===== config.mk =====
export PLATFORM = sky130hd
export DESIGN_NAME = alu_op_sequencer
export DESIGN_NICKNAME = d
export VERILOG_FILES = /design/src/rtl/alu_op_sequencer.sv
export SDC_FILE = /design/constraint.sdc
export NUM_CORES = 1
export LEC_CHECK = 0
export BUFFER_PORTS_ARGS = -buffer_cell sky130_fd_sc_hd__buf_4
export CORE_ASPECT_RATIO = 0.9
export CORE_MARGIN = 4
export CORE_UTILIZATION = 30
export CTS_BUF_LIST = sky130_fd_sc_hd__clkbuf_4 sky130_fd_sc_hd__clkbuf_8
export DETAILED_ROUTE_END_ITERATION = 6
export PLACE_DENSITY = 0.57
export SLEW_MARGIN = 20
export SYNTH_ARGS = -nofsm -noshare
export SYNTH_HDL_FRONTEND = slang
export SYNTH_SLANG_ARGS = --single-unit

===== constraint.sdc =====
create_clock -name clk -period 2.2 [get_ports clk]
set_clock_uncertainty 0.2 [all_clocks]
set_input_delay 0.11 -clock clk [delete_from_list [all_inputs] [get_ports clk]]
set_output_delay 0.11 -clock clk [all_outputs]
set_load 0.05 [all_outputs]

===== src/rtl/alu_op_sequencer.sv =====
// Issue-side sequencer for the one-hot ALU: decodes RV32I integer ops, drives the ALU and
// synthesises SLT/SLTU/SRA with extra passes. ALU_SEQ_BACK_TO_BACK_EN lets DONE accept directly.
module alu_op_sequencer #(
  parameter int XLEN = 32
) (
  input  logic            clk,
  input  logic            rst_n,
  input  logic            in_valid,
  output logic            in_ready,
  input  logic [2:0]      in_funct3,
  input  logic            in_funct7_5,
  input  logic            in_is_imm,
  input  logic [XLEN-1:0] in_a,
  input  logic [XLEN-1:0] in_b,
  output logic [XLEN-1:0] alu_a,
  output logic [XLEN-1:0] alu_b,
  output logic [6:0]      alu_sel,
  input  logic [XLEN-1:0] alu_result,
  output logic            out_valid,
  input  logic            out_ready,
  output logic [XLEN-1:0] out_result,
  output logic            out_illegal
);

  localparam logic [6:0] SEL_ADD = 7'b0000001;
  localparam logic [6:0] SEL_SUB = 7'b0000010;
  localparam logic [6:0] SEL_XOR = 7'b0000100;
  localparam logic [6:0] SEL_OR  = 7'b0001000;
  localparam logic [6:0] SEL_AND = 7'b0010000;
  localparam logic [6:0] SEL_SHR = 7'b0100000;
  localparam logic [6:0] SEL_SHL = 7'b1000000;

  typedef enum logic [2:0] {IDLE, EXEC, PASS2, FIX, DONE} state_t;
  typedef enum logic [3:0] {
    OP_ADD, OP_SUB, OP_SHL, OP_SLT, OP_SLTU, OP_XOR, OP_SHR, OP_SRA, OP_OR, OP_AND
  } op_t;

  function automatic op_t decode_op(input logic [2:0] f3, input logic f7, input logic imm);
    op_t op;
    case (f3)
      3'b000:  op = (f7 && !imm) ? OP_SUB : OP_ADD;
      3'b001:  op = OP_SHL;
      3'b010:  op = OP_SLT;
      3'b011:  op = OP_SLTU;
      3'b100:  op = OP_XOR;
      3'b101:  op = f7 ? OP_SRA : OP_SHR;
      3'b110:  op = OP_OR;
      default: op = OP_AND;
    endcase
    return op;
  endfunction

  function automatic logic is_illegal(input logic [2:0] f3, input logic f7, input logic imm);
    return (!imm && f7 && (f3 != 3'b000) && (f3 != 3'b101)) ||
           (imm && f7 && (f3 == 3'b001));
  endfunction

  // SLT/SLTU borrow the subtractor; SRA starts as a logical shift.
  function automatic logic [6:0] exec_sel(input op_t op);
    logic [6:0] s;
    case (op)
      OP_ADD:                s = SEL_ADD;
      OP_SUB, OP_SLT, OP_SLTU: s = SEL_SUB;
      OP_SHL:                s = SEL_SHL;
      OP_XOR:                s = SEL_XOR;
      OP_SHR, OP_SRA:        s = SEL_SHR;
      OP_OR:                 s = SEL_OR;
      default:               s = SEL_AND;
    endcase
    return s;
  endfunction

  state_t          state;
  op_t             op_q;
  logic [XLEN-1:0] a_q, b_q, tmp;
  logic            accept, retire, lt;
  op_t             dec_op;
  logic            dec_ill;

`ifdef ALU_SEQ_BACK_TO_BACK_EN
  assign in_ready = (state == IDLE) || ((state == DONE) && out_ready);
`else
  assign in_ready = (state == IDLE);
`endif

  assign accept  = in_valid && in_ready;
  assign retire  = out_valid && out_ready;
  assign dec_op  = decode_op(in_funct3, in_funct7_5, in_is_imm);
  assign dec_ill = is_illegal(in_funct3, in_funct7_5, in_is_imm);

  // Operand signs decide when they differ; otherwise the sign of A-B does.
  always_comb begin
    lt = tmp[XLEN-1];
    if (a_q[XLEN-1] != b_q[XLEN-1])
      lt = (op_q == OP_SLTU) ? b_q[XLEN-1] : a_q[XLEN-1];
  end

  always_ff @(posedge clk or negedge rst_n) begin
    if (!rst_n) begin
      state       <= IDLE;
      op_q        <= OP_ADD;
      a_q         <= '0;
      b_q         <= '0;
      tmp         <= '0;
      alu_a       <= '0;
      alu_b       <= '0;
      alu_sel     <= '0;
      out_valid   <= 1'b0;
      out_result  <= '0;
      out_illegal <= 1'b0;
    end else begin
      case (state)
        EXEC: begin
          tmp <= alu_result;
          if (op_q == OP_SRA) begin
            state   <= PASS2;
            alu_a   <= '1;
            alu_b   <= b_q;
            alu_sel <= SEL_SHR;
          end else begin
            alu_a   <= '0;
            alu_b   <= '0;
            alu_sel <= '0;
            if (op_q == OP_SLT || op_q == OP_SLTU) begin
              state <= FIX;
            end else begin
              state      <= DONE;
              out_valid  <= 1'b1;
              out_result <= alu_result;
            end
          end
        end
        PASS2: begin
          // Fill the vacated top bits: ~(all-ones >> sh) is exactly the sign mask.
          out_result <= tmp | (a_q[XLEN-1] ? ~alu_result : '0);
          out_valid  <= 1'b1;
          state      <= DONE;
          alu_a      <= '0;
          alu_b      <= '0;
          alu_sel    <= '0;
        end
        FIX: begin
          out_result <= {{(XLEN-1){1'b0}}, lt};
          out_valid  <= 1'b1;
          state      <= DONE;
        end
        DONE: begin
          if (retire) begin
            out_valid   <= 1'b0;
            out_illegal <= 1'b0;
            state       <= IDLE;
          end
        end
        default: ;
      endcase

      // A new request overrides the retire bookkeeping above when both happen together.
      if (accept) begin
        a_q  <= in_a;
        b_q  <= in_b;
        op_q <= dec_op;
        if (dec_ill) begin
          state       <= DONE;
          out_valid   <= 1'b1;
          out_result  <= '0;
          out_illegal <= 1'b1;
          alu_sel     <= '0;
        end else begin
          state       <= EXEC;
          out_valid   <= 1'b0;
          out_illegal <= 1'b0;
          alu_a       <= in_a;
          alu_b       <= in_b;
          alu_sel     <= exec_sel(dec_op);
        end
      end
    end
  end

endmodule


==> results of run 1 <==
-- cell families after synthesis --
family / count (synthesis) / share of synthesized area, %
compound gates: 287 / 21.76
simple gates: 218 / 11.36
flops: 177 / 50.82
buf+inv: 149 / 7.809
mux: 66 / 8.053
xor+xnor: 2 / 0.2010
-- how the worst min path moves through the flow --
stage,start,to,slack [ps],cells past startpoint
after global routing,in_b[8],b_q[8]$_DFFE_PN0P_,160,4
after CTS,in_b[16],b_q[16]$_DFFE_PN0P_,130,4
after detailed placement,rst_n,out_result[19]$_DFF_PN0_,-40,1
after global placement,rst_n,out_result[19]$_DFF_PN0_,-40,1
final,in_b[10],b_q[10]$_DFFE_PN0P_,180,4
after floorplan,rst_n,a_q[31]$_DFFE_PN0P_,-390,0
-- flip-flops by register name, summed over array words and instances (netlist names) --
signal,flops
out_result,32
a_q,1
state,3
b_q,32
alu_b,32
out_illegal,1
alu_sel,7
op_q,4
out_valid,1
tmp,32
alu_a,32
-- cell usage in the layout, fill, tap and decap left out, drive strengths merged, types with 31 or more instances in the layout --
cell type,n
buf,255
dfrtp,177
nand2,147
dlygate4sd3,106
o21ai,102
inv,75
a21oi,72
nand3,34
mux2i,33
a22o,33
mux2,33
a211oi,32
o221a,31
-- cell type report --
type / count / area (sq um) / area share, %
Tap cell: 360 / 450.4 / 3.659
Clock inverter: 11 / 115.1 / 0.9350
Inverter: 68 / 255.2 / 2.073
Multi-Input combinational cell: 573 / 3632 / 29.50
Clock buffer: 20 / 275.3 / 2.236
Timing Repair Buffer: 362 / 3152 / 25.60
Sequential cell: 177 / 4429 / 35.98
Antenna cell: 1 / 2.502 / 0.02033
-- critical path, delay by kind of cell, from the launching register on --
kind | cells | cell delay (ps)
compound gates | 1 | 230
xor+xnor | 1 | 220
buf+inv | 2 | 420
flops | 1 | 510
mux | 1 | 260
simple gates | 1 | 100
-- power groups by stage --
| stage | Combinational (mW) | Sequential [mW] | Clock [mW] |
|---|---|---|---|
| after floorplan | 0.0759 | 3.32 | 0 |
| after global placement | 0.352 | 3.32 | 0 |
| after detailed placement | 0.352 | 3.32 | 0 |
| after CTS | 0.515 | 3.25 | 2.43 |
| after global routing | 0.564 | 3.26 | 2.54 |
| final | 0.511 | 3.25 | 2.32 |
-- repair_timing --
item / in CTS / in global routing
setup buffers: 0 / 0
hold endpoints to repair: 353 / 0
endpoints found under the setup margin: 0 / 0
hold buffers: 107 / 0
-- layer usage --
metal / vias up / routed length, microns
met5: - / 0
met1: 3775 / 12320
met3: 24 / 2157
li1: 3754 / -
met2: 275 / 12740
met4: 0 / 361
==> flow_metrics.py, run 1 <==
metrics = {
    "run_status": {
        "run_status": "finished, final reports clean",
    },
    "timing": {
        "tns_ps": 0,
        "timing.fmax_ghz": 0.4790,
        "timing_hold_violations_final": 0,
        "final.hold.worst_slack_ps": 177.2,
        "max_slew.worst_pin.slew_ps": 709.6,
        "finalSetupViolations": 0,
        "post-route-period-util_pct": 94.89,
        "slew-limit-headroom_pct": 52.69,
        "grt_setup_unrepaired": "false",
        "timing_max_transition_violations_final": 0,
        "setup_slack_ps": 112.5,
        "post-route-min-period_ps": 2088,
    },
    "worst_setup_path": {
        "worst_case_reg_to_reg_path_depth": 6,
        "worstSetupEndpointType": "flip-flop",
        "worstPathCellList": "buf_4, xor2_1, nand2_2, buf_12, a22o_1, mux2_2",
        "critical_path_class": "flip-flop to flip-flop",
        "arrival_ps": 2250,
        "terminus_of_the_critical_flop_to_flop_path": "alu_b[5]$_DFF_PN0_",
        "critPathRequiredTime_ps": 2370,
        "cpPeakStageDelay_ps": 510,
        "critical_path.slowest_cell": "sky130_fd_sc_hd__dfrtp_1",
        "timing.critical_path.from_type": "flip-flop",
        "critPathMaxFanout": 65,
        "critical_path.endpoint": "alu_b[5]$_DFF_PN0_",
        "ff2ff_setup_slack_ps": 110,
        "startpoint": "state[1]$_DFFE_PN0P_",
        "crit-reg2reg-launch": "state[1]$_DFFE_PN0P_",
    },
    "clock_tree": {
        "cts_buffers": 17,
        "clock_slew_seen_by_the_registers_of_the_worst_setup_and_hold_paths_ps": 100,
        "clock_sink_total": 177,
        "cts_buffer_depth": 2,
        "clk_latency_ps": 480,
        "clock_tree_from_tritoncts": "yes",
        "cts-htree-levels": 4,
        "ctsResizeCount": 0,
        "root_buffer": "sky130_fd_sc_hd__clkbuf_8",
    },
    "grt": {
        "grt_start_max_net_pins": 95,
        "grt_usage_pct": 17.24,
        "antenna_found_initial": 1,
        "globalRouteMet1Util_pct": 22.75,
        "globalRouteOverflowTotal": 0,
        "grt_busiest_layer": "met2",
        "grtUsageMet3_pct": 5.204,
        "vias_in_the_first_global_route": 8226,
        "grt_pass1_wl_microns": 44920,
        "met2_usage_pct": 27.69,
    },
    "floorplan": {
        "core_sq_um": 28300,
        "row_count": 58,
        "die_area_sq_um": 31850,
        "die_width_microns": 187.7,
        "initial_utilization_pct": 30.80,
        "die_height_microns": 169.7,
        "ios": 211,
    },
    "routing": {
        "vias": 7828,
        "postRouteWirelength_microns": 27580,
        "detail_route.vias_per_cell": 4.980,
        "routed_wire_length_per_instance_microns": 17.55,
        "ant_nets": 0,
        "drt_pass_1_iters": 6,
        "first_iter_violations": 446,
        "drcViolationCount": 0,
    },
    "pwr": {
        "power.static_leakage_nw": 6.128,
        "comb_power_share_pct": 8.4,
        "int_power_mw": 4.556,
        "clock_power_share_pct": 38.1,
        "max-vdd-ir-drop_mv": 0.3472,
        "total_power_mw": 6.086,
        "total_power_divided_by_cell_area_nw_per_um2": 494.3,
        "switching_share_pct": 25.15,
        "net-switching-power_mw": 1.530,
        "p_seq_share_pct": 53.5,
    },
    "placement": {
        "port_buf_inserts": 210,
        "globalplace.congestion": 0.7566,
        "placedInstanceArea_sq_um": 10840,
        "dp_hpwl_microns": 17550,
        "worst_setup_slack_before_clock_tree_synthesis_ps": 159.9,
        "numPlacedInstances": 1433,
    },
    "synthesis": {
        "synth_top_area_cell": "sky130_fd_sc_hd__dfrtp_1",
        "yosys_most_used_dff": "sky130_fd_sc_hd__dfrtp_1",
        "yosys.cell_types.count": 55,
        "synth_largest_type_area_fraction_pct": 50.82,
        "async_reset_ff_share_pct": 100.0,
        "ys_warn_count": 0,
        "net_count_synth": 1004,
        "synth-seq-area-share_pct": 50.82,
        "postSynthAreaPerCell_sq_um": 9.695,
        "synth_commonest_cells": "177 x sky130_fd_sc_hd__dfrtp_1, 147 x sky130_fd_sc_hd__nand2_1, 101 x sky130_fd_sc_hd__o21ai_0",
        "post_synth_instance_area_sq_um": 8716,
        "ys_ff_latch": 177,
        "synth_area_leaders": "sky130_fd_sc_hd__dfrtp_1 51%, sky130_fd_sc_hd__nand2_1 6.3%, sky130_fd_sc_hd__o21ai_0 5.8%",
        "synthCells": 899,
        "synth.most_common_cell": "sky130_fd_sc_hd__dfrtp_1",
        "synth_edf_count": 0,
    },
    "run": {
        "max-cap-violations": 0,
    },
    "finish": {
        "syn_to_final_growth_pct": 41.26,
        "postLayoutCellArea_sq_um": 12310,
        "post-route-util_pct": 43.50,
        "drive_gt1_share_pct": 28.08,
        "final_cells": 1572,
        "final_nets": 1304,
        "num-fill-cells": 2720,
    },
    "hold_path": {
        "min-delay-path-class": "input port to flip-flop",
    },
}
Power figures use the tool's default switching activity.
==> run 2: changes to the inputs <==
Settings changed: CORE_UTILIZATION 30 to 54, CTS_BUF_LIST sky130_fd_sc_hd__clkbuf_4 sky130_fd_sc_hd__clkbuf_8 to unset, HOLD_SLACK_MARGIN set to 0.08, PLACE_DENSITY 0.57 to 0.87.
==> run 2 against run 1 <==
Clock power is 33% higher. Final area is 0.26% lower. Worst setup slack got worse by 8.7 ps. Sequential power is essentially flat. Non-clock buffer count fell by 7. Critical path depth rose by 2. Largest cell class unchanged. Clock-buffer cell count decreased by 2. Wire length increased by 1.9%. Global-route usage rose by 14 points. Worst hold slack better by 46 ps. Highest routed layer unchanged. Maximum frequency down 0.42%.
==> flow_metrics.py, run 2 (synthesis gave the netlist of run 1 again) <==
metrics = {
    "finish": {
        "syn_to_final_growth_pct": 40.88,
        "drive_gt1_share_pct": 28.13,
        "final_nets": 1297,
        "layout.cells.most_common": "sky130_fd_sc_hd__buf_4",
        "post-route-util_pct": 78.70,
        "mostFrequentLayoutCells": "235 x sky130_fd_sc_hd__buf_4, 177 x sky130_fd_sc_hd__dfrtp_1, 145 x sky130_fd_sc_hd__nand2_1, 105 x sky130_fd_sc_hd__dlygate4sd3_1, 101 x sky130_fd_sc_hd__o21ai_0",
    },
    "clock_tree": {
        "post-cts-setup-buffer-count": 0,
        "clk_latency_ps": 430,
        "cts_buffers": 17,
        "clock_slew_seen_by_the_registers_of_the_worst_setup_and_hold_paths_ps": 70,
        "clock_sink_total": 177,
        "root_buffer": "sky130_fd_sc_hd__clkbuf_16",
        "cts-htree-levels": 4,
        "clock_tree_from_tritoncts": "yes",
        "cts_buffer_depth": 2,
    },
    "grt": {
        "antenna_found_initial": 1,
        "grt_start_max_net_pins": 56,
        "grt_pass1_wl_microns": 45730,
        "globalRouteOverflowTotal": 0,
        "grt_usage_pct": 31.34,
        "vias_in_the_first_global_route": 8945,
    },
    "routing": {
        "drt_pass_1_iters": 5,
        "routed_wire_length_per_instance_microns": 19.95,
        "postRouteWirelength_microns": 28110,
        "vias": 8463,
        "ant_nets": 0,
        "first_iter_violations": 745,
        "detail_route.vias_per_cell": 6.006,
        "drcViolationCount": 0,
    },
    "timing": {
        "timing_hold_violations_final": 0,
        "finalSetupViolations": 0,
        "grt_setup_unrepaired": "false",
        "tns_ps": 0,
        "post-route-period-util_pct": 95.28,
        "timing.fmax_ghz": 0.4770,
        "max_slew.worst_pin.slew_ps": 535.5,
        "slew-limit-headroom_pct": 64.30,
        "post-route-min-period_ps": 2096,
        "timing_max_transition_violations_final": 0,
    },
    "worst_setup_path": {
        "worst_case_reg_to_reg_path_depth": 5,
        "arrival_ps": 2240,
        "critical_path.slowest_cell": "sky130_fd_sc_hd__dlygate4sd3_1",
        "worstPathCellList": "dlygate4sd3_1, buf_4, nor2b_1, o21ai_2, nand3_4, buf_4, buf_4, mux2i_1",
        "ff2ff_setup_slack_ps": 130,
        "critical_path_class": "input port to flip-flop",
        "critPathRequiredTime_ps": 2350,
        "path_common_cell": "sky130_fd_sc_hd__buf_4",
        "timing.critical_path.from_type": "input port",
        "critPathMaxFanout": 8,
        "cpPeakStageDelay_ps": 550,
        "worstSetupEndpointType": "flip-flop",
    },
    "run_status": {
        "run_status": "finished, final reports clean",
    },
    "floorplan": {
        "die_height_microns": 128.5,
        "initial_utilization_pct": 55.86,
        "row_count": 43,
        "die_area_sq_um": 18240,
        "core_sq_um": 15600,
        "die_width_microns": 141.9,
        "ios": 211,
    },
    "hold_path": {
        "min-delay-path-class": "input port to flip-flop",
        "min_path_cells": 4,
    },
    "pwr": {
        "power.static_leakage_nw": 6.170,
        "total_power_divided_by_cell_area_nw_per_um2": 557.7,
        "max-vdd-ir-drop_mv": 0.5128,
        "total_power_mw": 6.848,
    },
    "placement": {
        "dp_hpwl_microns": 15930,
        "port_buf_inserts": 210,
        "globalplace.congestion": 0.8544,
    },
    "run": {
        "max-cap-violations": 0,
    },
}
==> run 2: changes by cell type in the layout (fill, tap and decap cells not counted), sizes merged <==
cell / change
clkinvlp: +2
bufinv: +1
inv: -4
dlygate4sd3: -1
clkbuf: -3
clkinv: +4
buf: -5
diode: +1
==> run 2: worst max-delay path, delay by kind of cell <==
family,cells,cell delay (ps)
buffers and inverters,4,1140
and+or+nand+nor,2,550
muxes,1,240
AOI/OAI and AO/OA,1,190
==> run 2: timing repair <==
action | CTS | global route
gates resized for setup | 0 | 6
hold buffers | 105 | 0
setup endpoints to repair | 0 | 12
endpoints found under the hold margin | 353 | 0
==> run 2: final timing paths <==
| path | from | end |
|---|---|---|
| setup / recovery | in_funct7_5 | alu_a[8]$_DFF_PN0_ |
| hold / removal | in_b[12] | b_q[12]$_DFFE_PN0P_ |
| setup reg to reg | state[2]$_DFFE_PN0P_ | alu_a[22]$_DFF_PN0_ |
| hold reg to reg | b_q[13]$_DFFE_PN0P_ | b_q[13]$_DFFE_PN0P_ |
| max in group asynchronous | rst_n | alu_b[19]$_DFF_PN0_ |
| min in group asynchronous | rst_n | out_result[16]$_DFF_PN0_ |
==> run 2: through the flow <==
| step | std cells | setup WS [ps] | hold slack [ps] | area [sq um] |
|---|---|---|---|---|
| 6_report | 1409 | 103.7 | 223.5 | 12280 |
| 5_1_grt | 1408 | 32.47 | 239.0 | 12280 |
| 4_1_cts | 1407 | 76.78 | 210.0 | 12250 |
| 3_5_place_dp | 1270 | 127.5 | -88.65 | 10610 |
| 3_3_place_gp | 1270 | 193.9 | -94.51 | 10610 |
| 2_1_floorplan | 899 | 40.50 | -385.6 | 8722 |
==> run 2: per-layer routing <==
| metal | up-vias | global-route usage [%] | wire length [microns] |
|---|---|---|---|
| met5 | - | 0 | 0 |
| met4 | 0 | 14.00 | 1094 |
| met3 | 108 | 8.844 | 2712 |
| met2 | 509 | 52.15 | 13850 |
| met1 | 4107 | 38.32 | 10450 |
| li1 | 3739 | - | - |
==> run 2: power by group <==
group	leakage [nW]	switching [mW]	internal (mW)
logic	3.77	0.228	0.286
clock network	0.279	1.39	1.69
registers	2.12	0.00144	3.25
==> run 2: final cells by class <==
class | count | area [sq um]
sequential | 177 | 4429
multi-input combinational | 573 | 3654
fill | 932 | 3323
timing repair buffer | 355 | 3098
clock buffer | 18 | 429.2
inverter | 68 | 255.2
tap | 202 | 252.7
clock inverter | 14 | 156.4
antenna | 2 | 5.005
==> run 3: changes to the inputs <==
Settings changed: CORE_UTILIZATION 54 to 35, CTS_BUF_LIST set to sky130_fd_sc_hd__clkbuf_8, PLACE_DENSITY 0.87 to 0.63, SLEW_MARGIN 20 to 0.
==> run 3 against run 2 <==
Global-route usage down 12 points. Largest cell class unchanged. Worst hold slack worse by 44 ps. Sequential share of layout area down 0.24 points. Sequential power about the same. Final cell count up 10%. Final area up 0.72%.
==> flow_metrics.py, run 3 (synthesis gave the netlist of run 1 again) <==
metrics = {
    "finish": {
        "drive_gt1_share_pct": 27.65,
        "antenna_cells_inserted": 0,
        "multi_input_comb_area_sq_um": 3632,
        "ff_latch_area_sq_um": 4432,
        "layout.cells.most_common": "sky130_fd_sc_hd__buf_4",
        "num-fill-cells": 2202,
        "final_nets": 1311,
        "syn_to_final_growth_pct": 41.90,
        "mostFrequentLayoutCells": "236 x sky130_fd_sc_hd__buf_4, 175 x sky130_fd_sc_hd__dfrtp_1, 146 x sky130_fd_sc_hd__nand2_1, 119 x sky130_fd_sc_hd__dlygate4sd3_1, 101 x sky130_fd_sc_hd__o21ai_0",
    },
    "timing": {
        "slew-limit-headroom_pct": 65.51,
        "timing_hold_violations_final": 0,
        "timing_max_transition_violations_final": 0,
        "max_slew.worst_pin.slew_ps": 517.3,
        "finalSetupViolations": 0,
        "grt_setup_unrepaired": "false",
        "tns_ps": 0,
        "setup_slack_ps": 98.62,
        "post-route-min-period_ps": 2101,
        "timing.fmax_ghz": 0.4759,
        "post-route-period-util_pct": 95.52,
    },
    "hold_path": {
        "min-delay-path-class": "input port to flip-flop",
    },
    "worst_setup_path": {
        "arrival_ps": 2320,
        "critPathRequiredTime_ps": 2420,
        "timing.critical_path.from_type": "flip-flop",
        "path_delay_family": "buffers and inverters",
        "critical_path_class": "flip-flop to flip-flop",
        "ff2ff_setup_slack_ps": 100,
        "critPathMaxFanout": 16,
        "critical_path.slowest_cell": "sky130_fd_sc_hd__dlygate4sd3_1",
        "worstSetupEndpointType": "flip-flop",
        "worstPathCellList": "nor3_4, and2_1, buf_6, nand2_1, dlygate4sd3_1, nand2_1",
        "path_common_cell": "sky130_fd_sc_hd__nand2_1",
        "cpPeakStageDelay_ps": 560,
        "critical_path_buf_inv_count": 2,
    },
    "grt": {
        "antenna_found_initial": 0,
        "grt_usage_pct": 19.28,
        "globalRouteOverflowTotal": 0,
        "grt_pass1_wl_microns": 43380,
        "vias_in_the_first_global_route": 8350,
        "grt_start_max_net_pins": 95,
    },
    "floorplan": {
        "initial_utilization_pct": 35.73,
        "die_area_sq_um": 27490,
        "row_count": 54,
        "die_height_microns": 157.7,
        "die_width_microns": 174.3,
        "ios": 211,
        "core_sq_um": 24390,
    },
    "clock_tree": {
        "clk_latency_ps": 470,
        "cts_buffer_depth": 2,
        "clock_tree_from_tritoncts": "yes",
        "cts-htree-levels": 4,
        "post-cts-setup-buffer-count": 0,
        "root_buffer": "sky130_fd_sc_hd__clkbuf_8",
        "cts_buffers": 17,
        "clock_sink_total": 177,
        "clock_slew_seen_by_the_registers_of_the_worst_setup_and_hold_paths_ps": 110,
    },
    "routing": {
        "detail_route.vias_per_cell": 5.091,
        "vias": 7917,
        "first_iter_violations": 599,
        "drcViolationCount": 0,
        "postRouteWirelength_microns": 26650,
        "routed_wire_length_per_instance_microns": 17.14,
        "ant_nets": 0,
        "drt_pass_1_iters": 5,
    },
    "pwr": {
        "comb_power_share_pct": 8.3,
        "power.static_leakage_nw": 6.128,
        "clock_power_share_pct": 37.9,
        "max-vdd-ir-drop_mv": 0.2550,
        "total_power_divided_by_cell_area_nw_per_um2": 488.9,
        "int_power_mw": 4.401,
        "net-switching-power_mw": 1.647,
        "p_seq_share_pct": 53.8,
        "switching_share_pct": 27.23,
    },
    "placement": {
        "globalplace.congestion": 0.7721,
        "dp_hpwl_microns": 16380,
        "port_buf_inserts": 210,
        "worst_setup_slack_before_clock_tree_synthesis_ps": 194.4,
    },
    "run_status": {
        "run_status": "finished, final reports clean",
    },
    "run": {
        "max-cap-violations": 0,
    },
}
-- run 3: what timing repair did --
| item | 4_1_cts | 5_1_grt |
|---|---|---|
| setup endpoints to repair | 0 | 12 |
| hold endpoints to repair | 353 | 0 |
| gates resized for setup | 0 | 3 |
| hold buffers | 120 | 0 |
-- run 3: layout make-up --
| type | instances | area share (%) |
|---|---|---|
| clock inverters | 15 | 1.345 |
| multi-input cells | 573 | 29.37 |
| inverters | 68 | 2.064 |
| clock buffers | 17 | 1.892 |
| flip-flops and latches | 177 | 35.83 |
| well taps | 336 | 3.399 |
| repair buffers | 369 | 26.10 |
-- run 3: final timing paths --
| check | startpoint | cells after the start | to |
|---|---|---|---|
| max | state[2]$_DFFE_PN0P_ | 6 | b_q[17]$_DFFE_PN0P_ |
| min | in_b[16] | 4 | b_q[16]$_DFFE_PN0P_ |
| max reg2reg | state[2]$_DFFE_PN0P_ | 6 | b_q[17]$_DFFE_PN0P_ |
| min reg2reg | tmp[0]$_DFFE_PN0P_ | 2 | tmp[0]$_DFFE_PN0P_ |
| max in group asynchronous | rst_n | 4 | alu_a[2]$_DFF_PN0_ |
| min in group asynchronous | rst_n | 4 | out_result[15]$_DFF_PN0_ |
-- run 3: through the flow --
| stage | util, % | area (sq um) | total power [mW] | std cells | hold WS, ps |
|---|---|---|---|---|---|
| 6_report | 50.71 | 12370 | 6.047 | 1555 | 179.9 |
| 5_1_grt | 50.71 | 12370 | 6.320 | 1555 | 160.7 |
| 4_1_cts | 50.68 | 12360 | 6.132 | 1555 | 143.8 |
| 3_5_place_dp | 44.08 | 10750 | 3.658 | 1403 | -133.9 |
| 3_3_place_gp | 44.08 | 10750 | 3.658 | 1403 | -131.7 |
| 2_1_floorplan | - | 8722 | 3.394 | 899 | -385.6 |
-- run 3: metal layers --
layer / track usage, % / vias up / routed length, microns
met5: 0 / - / 0
met4: 4.787 / 0 / 256
met3: 5.444 / 21 / 1793
met2: 31.78 / 228 / 12330
met1: 25.33 / 3901 / 12270
li1: - / 3767 / -
-- run 3: tightest hold or removal path, delay by kind of cell --
family	cells	cell delay (ps)
buffers and inverters	2	630
AND/OR/NAND/NOR	2	90
-- run 3: power groups by stage --
stage | Combinational [mW] | Clock (mW) | Sequential [mW]
detailed placement | 0.340 | 0 | 3.32
floorplan | 0.0759 | 0 | 3.32
finish | 0.503 | 2.29 | 3.25
CTS | 0.503 | 2.37 | 3.25
global route | 0.551 | 2.51 | 3.26
global placement | 0.339 | 0 | 3.32
